===== config.mk =====
export PLATFORM = sky130hd
export DESIGN_NAME = lsu_mem_req
export DESIGN_NICKNAME = d
export VERILOG_FILES = /design/src/rtl/lsu_pkg.sv /design/src/rtl/lsu_fifo.sv /design/src/rtl/lsu_mem_req.sv
export SDC_FILE = /design/constraint.sdc
export NUM_CORES = 1
export LEC_CHECK = 0
export BUFFER_PORTS_ARGS = -buffer_cell sky130_fd_sc_hd__buf_2
export CORE_MARGIN = 3
export CORE_UTILIZATION = 49
export DETAILED_ROUTE_END_ITERATION = 10
export PLACE_DENSITY = 0.69
export SLEW_MARGIN = 10
export SYNTH_ARGS = -nofsm -noshare
export SYNTH_HDL_FRONTEND = slang
export SYNTH_SLANG_ARGS = --single-unit

===== constraint.sdc =====
create_clock -name clk -period 4.1 [get_ports clk]
set_input_delay 0.82 -clock clk [delete_from_list [all_inputs] [get_ports clk]]
set_output_delay 0.82 -clock clk [all_outputs]
set_load 0.01 [all_outputs]

===== src/rtl/lsu_pkg.sv =====
// lsu_pkg: shared types and widths for the load/store unit front end.
package lsu_pkg;
  localparam int DATA_W = 8;
  localparam int ADDR_W = 8;
  localparam int REQ_TAG_W = 3;
  typedef struct packed {
    logic                 is_store;
    logic [ADDR_W-1:0]    addr;
    logic [DATA_W-1:0]    wdata;
    logic [REQ_TAG_W-1:0] tag;
  } lsu_req_t;
  typedef enum logic [1:0] {IDLE, LD_WAIT, RESP} lsu_state_t;
endpackage


===== src/rtl/lsu_fifo.sv =====
// lsu_fifo: in-order request FIFO of lsu_req_t with synchronous clear.
module lsu_fifo
  import lsu_pkg::*;
#(
  parameter int DEPTH = 4
) (
  input  logic     clk,
  input  logic     rst_n,
  input  logic     push,
  input  logic     pop,
  input  logic     clear,
  input  lsu_req_t din,
  output logic     full,
  output logic     empty,
  output lsu_req_t head
);
  localparam int PW = $clog2(DEPTH);
  lsu_req_t mem [DEPTH];
  logic [PW-1:0] wp, rp;
  logic [PW:0] count;
  assign full = count == (PW+1)'(DEPTH);
  assign empty = count == '0;
  assign head = mem[rp];
  always_ff @(posedge clk)
    if (push) mem[wp] <= din;
  always_ff @(posedge clk or negedge rst_n)
    if (!rst_n) begin
      wp <= '0;
      rp <= '0;
      count <= '0;
    end else if (clear) begin
      wp <= '0;
      rp <= '0;
      count <= '0;
    end else begin
      wp <= wp + PW'(push);
      rp <= rp + PW'(pop);
      count <= count + (PW+1)'(push) - (PW+1)'(pop);
    end
endmodule


===== src/rtl/lsu_mem_req.sv =====
// lsu_mem_req: in-order load/store issue to data memory with tagged load results.
// Optional LSU_STATS_EN adds saturating ld_count/st_count strobe counters.
module lsu_mem_req
  import lsu_pkg::*;
#(
  parameter int DEPTH = 4,
  parameter int TAG_W = 3
) (
  input  logic              clk,
  input  logic              rst_n,
  input  logic              req_valid,
  output logic              req_ready,
  input  logic              req_is_store,
  input  logic [ADDR_W-1:0] req_addr,
  input  logic [DATA_W-1:0] req_wdata,
  input  logic [TAG_W-1:0]  req_tag,
  input  logic              flush,
  output logic [ADDR_W-1:0] mem_addr,
  output logic [DATA_W-1:0] mem_wdata,
  output logic              mem_wr,
  output logic              mem_rd,
`ifdef LSU_STATS_EN
  output logic [15:0]       ld_count,
  output logic [15:0]       st_count,
`endif
  input  logic [DATA_W-1:0] mem_rdata,
  output logic              st_done,
  output logic [TAG_W-1:0]  st_done_tag,
  output logic              res_valid,
  input  logic              res_ready,
  output logic [TAG_W-1:0]  res_tag,
  output logic [DATA_W-1:0] res_data
);
  lsu_state_t state;
  lsu_req_t head, din;
  logic full, empty, issue;
  logic [ADDR_W-1:0] addr_q;
  logic [DATA_W-1:0] wdata_q;
  assign din = '{is_store: req_is_store, addr: req_addr, wdata: req_wdata, tag: REQ_TAG_W'(req_tag)};
  assign req_ready = !full && !flush;
  assign issue = state == IDLE && !empty;
  assign mem_wr = issue && head.is_store;
  assign mem_rd = issue && !head.is_store;
  assign st_done = mem_wr;
  assign st_done_tag = mem_wr ? TAG_W'(head.tag) : '0;
  assign mem_addr = issue ? head.addr : addr_q;
  assign mem_wdata = issue ? head.wdata : wdata_q;
  assign res_valid = state == RESP;
  lsu_fifo #(.DEPTH(DEPTH)) u_fifo (
    .clk   (clk),
    .rst_n (rst_n),
    .push  (req_valid && req_ready),
    .pop   (issue),
    .clear (flush),
    .din   (din),
    .full  (full),
    .empty (empty),
    .head  (head)
  );
  // A store strobed in a flush cycle still completes; flush only aborts load tracking.
  always_ff @(posedge clk or negedge rst_n)
    if (!rst_n) begin
      state <= IDLE;
      addr_q <= '0;
      wdata_q <= '0;
      res_data <= '0;
      res_tag <= '0;
    end else begin
      if (issue) begin
        addr_q <= head.addr;
        wdata_q <= head.wdata;
      end
      if (flush) state <= IDLE;
      else
        case (state)
          IDLE: if (mem_rd) begin
            res_tag <= TAG_W'(head.tag);
            state <= LD_WAIT;
          end
          LD_WAIT: begin
            res_data <= mem_rdata;
            state <= RESP;
          end
          RESP: if (res_ready) state <= IDLE;
          default: state <= IDLE;
        endcase
    end
`ifdef LSU_STATS_EN
  always_ff @(posedge clk or negedge rst_n)
    if (!rst_n) begin
      ld_count <= '0;
      st_count <= '0;
    end else begin
      ld_count <= ld_count + 16'(mem_rd && ~&ld_count);
      st_count <= st_count + 16'(mem_wr && ~&st_count);
    end
`endif
endmodule

==> impl_metrics.env <==
export IMPL_outcome="finished, final reports clean"
export IMPL_drv_slew=0
export IMPL_synthesis_area_mm2=0.00441
export IMPL_vias=2220
export IMPL_synthArstFlopShare_pct=31.0
export IMPL_synth_nets=252
export IMPL_syn2layout_area_growth_pct=24.9
export IMPL_synthMuxAreaShare_pct=17.1
export IMPL_seq_area_frac_synth_pct=75.0
export IMPL_hold_buffers=0
export IMPL_drt_total_wl_um=7750
export IMPL_synth_top_family_by_area="multiplexers"
export IMPL_critPathMaxStageDelay_ns=0.78
export IMPL_arrival_ns=2.59
export IMPL_worst_path_buf_inv=3
export IMPL_synth_cell_type_count=22
export IMPL_die_h_um=101
export IMPL_drt_pass1_iterations=4
export IMPL_clk_latency_ns=0.51
export IMPL_synth_simple_area_share_pct=3.52
export IMPL_r2r_start="u_fifo.count[1]"
export IMPL_grt_pass1_wl_um=12400
export IMPL_ys_seq_elements=116
export IMPL_grt_total_usage_pct=17.1
export IMPL_slowest_stage="dfrtp_1"
export IMPL_ir_drop_mv=0.388
export IMPL_num_io_pins=68
export IMPL_crit_cells=5
export IMPL_hpwl_um=4930
export IMPL_globalplace_congestion=0.664
export IMPL_die_w_um=101
export IMPL_synth_cells=214
export IMPL_r2r_setup_slack_ns=1.34
export IMPL_crit_chain="buf_4, mux4_2, nand3b_1, inv_1, buf_2"
export IMPL_cts_tree="done"
export IMPL_start_kind="register"
export IMPL_syn_avg_cell_area_um2=20.6
export IMPL_yosysMostFrequentCell="edfxtp_1"
export IMPL_synth_edff_count=80
export IMPL_synth_fa_ha_area_share_pct=1.59
export IMPL_cts_resized=0
export IMPL_slew_headroom_pct=41.8
export IMPL_end_kind="output pin"
export IMPL_overflow=0
export IMPL_reg2reg_depth=11
export IMPL_skew_ns=0.0102
export IMPL_synth_area_leaders="edfxtp_1 (55%), dfrtp_1 (20%), mux4_2 (10%)"
export IMPL_synth_common_cells="edfxtp_1 (80), dfrtp_1 (36), mux2_2 (27)"
export IMPL_cts_inserted_buffers=17
export IMPL_p_leak_nw=2.14
export IMPL_antenna_found_initial=0
export IMPL_clkTransAtPathRegs_ns=0.05
export IMPL_setup_tns_ns=0
export IMPL_wl_per_cell_um=18.4
export IMPL_cts_setup_buffers=0
export IMPL_start_util_pct=52.0
export IMPL_min_path_type="in2async"
export IMPL_synth_top_area_share_pct=54.5
export IMPL_clock_path_buffers=2
export IMPL_rsz0062_at_grt="no"
export IMPL_fin_util_pct=65.0
export IMPL_ant_nets=0
export IMPL_drc=0
export IMPL_rows=33
export IMPL_portBuffers=67
export IMPL_die_area_mm2=0.0102
export IMPL_synth_compound_area_share_pct=0.426
export IMPL_p_per_area_mw_per_mm2=752
export IMPL_worstPathMaxFanout=12
export IMPL_diodes=0
export IMPL_grt_pass1_vias=2388
export IMPL_clock_sinks=116
export IMPL_grt_max_degree=37
export IMPL_final_nets=340
export IMPL_drt_initial_drc_count=104
export IMPL_worst_setup_path_type="reg2out"
export IMPL_tightest_slew_ns=0.873
export IMPL_required_ns=3.28
export IMPL_setup_viol=0
export IMPL_viasPerCell=5.29
export IMPL_design_core_area_mm2=0.00846
export IMPL_synth_area_leader_cell="edfxtp_1"
export IMPL_finalHoldViolations=0
export IMPL_drive_gt1_share_pct=49.5
export IMPL_synth_xor_area_share_pct=0.795
export IMPL_clockRootBuffer="clkbuf_8"
export IMPL_fin_crit_ns=3.41
export IMPL_period_share_pct=83.2
export IMPL_maxCapViolCount=0
export IMPL_yosysWarnings=0
export IMPL_fillCellCount=597
export IMPL_cts_max_level=4
export IMPL_synth_main_ff_cell="edfxtp_1"
export IMPL_timing_rr_end="u_fifo.count[2]"
export IMPL_holdWs_ns=0.430
export IMPL_cp_top_family="flip-flops"
export IMPL_fmax_mhz=293
[layer usage]
layer / up-vias / global-route usage (%) / routed length, um
met2: 85 / 27.6 / 3890
met4: 0 / 6.53 / 69
met1: 1112 / 21.0 / 3280
li1: 1015 / - / -
met5: - / 0 / 0
met3: 8 / 6.64 / 509
[sequential cells by signal (all words and copies together) (netlist names), 3 cells and up]
name / cells
res_tag: 3
u_fifo.mem: 80
wdata_q: 8
res_data: 8
u_fifo.count: 3
addr_q: 8
[worst max path at each step]
stage / to / slack (ns) / startpoint
global placement: st_done / 1.17 / u_fifo.rp[0]
global route: st_done / 0.44 / u_fifo.rp[0]
detailed placement: st_done / 1.14 / u_fifo.rp[0]
CTS: st_done / 0.59 / u_fifo.rp[0]
floorplan: u_fifo.mem[2][0] / 0.95 / req_valid
finish: st_done / 0.69 / u_fifo.rp[0]
[area by class of cell]
type	instances	area, um^2	area share, %
clock buffer	22	453	8.23
clock inverter	10	131	2.39
multi-input combinational	84	1050	19.1
inverter	6	22.5	0.409
sequential	116	3300	60.1
tap	105	131	2.39
timing repair buffer	77	410	7.46
[layout by cell type (no fill, tap or decap)]
cell	count
mux2_2	27
fa_1	1
nor2_1	8
edfxtp_1	80
buf_2	67
clkinv_2	3
a21oi_1	2
nand2b_1	3
xor2_1	1
nor2b_1	7
xnor2_1	3
clkinvlp_4	3
buf_4	10
clkinv_1	1
mux4_2	20
nand3b_1	1
clkbuf_1	3
clkbuf_8	3
nor3_1	1
and3_1	1
dfrtp_1	36
ha_1	4
nor4b_4	1
nor3_2	1
nor3b_2	2
a211o_1	1
bufinv_16	3
clkbuf_16	16
inv_1	6
[per-stage QoR]
| stage | std cells | power (mW) | instance area [um^2] | setup WS [ns] |
|---|---|---|---|---|
| after floorplan | 214 | 2.36 | 4410 | 0.953 |
| after global placement | 388 | 2.71 | 4920 | 1.17 |
| after detailed placement | 388 | 2.75 | 4920 | 1.14 |
| after CTS | 420 | 4.20 | 5500 | 0.588 |
| after global routing | 420 | 4.37 | 5500 | 0.438 |
| final | 420 | 4.13 | 5500 | 0.688 |
[cell families after synthesis]
kind of cell	after synthesis
and+or+nand+nor	25
adders and majority gates	5
buffers and inverters	14
AOI/OAI and AO/OA	3
muxes	47
xor gates and xnor gates	4
DFF	116
[where the power goes]
group          internal [mW]  switching [mW]  leakage (nW)  total [mW]
registers               1.46           0.100          1.16        1.56
clock network          0.950           0.477         0.278        1.43
logic                  0.596           0.552         0.700        1.15
No activity file was read; power rests on OpenSTA's default activity.
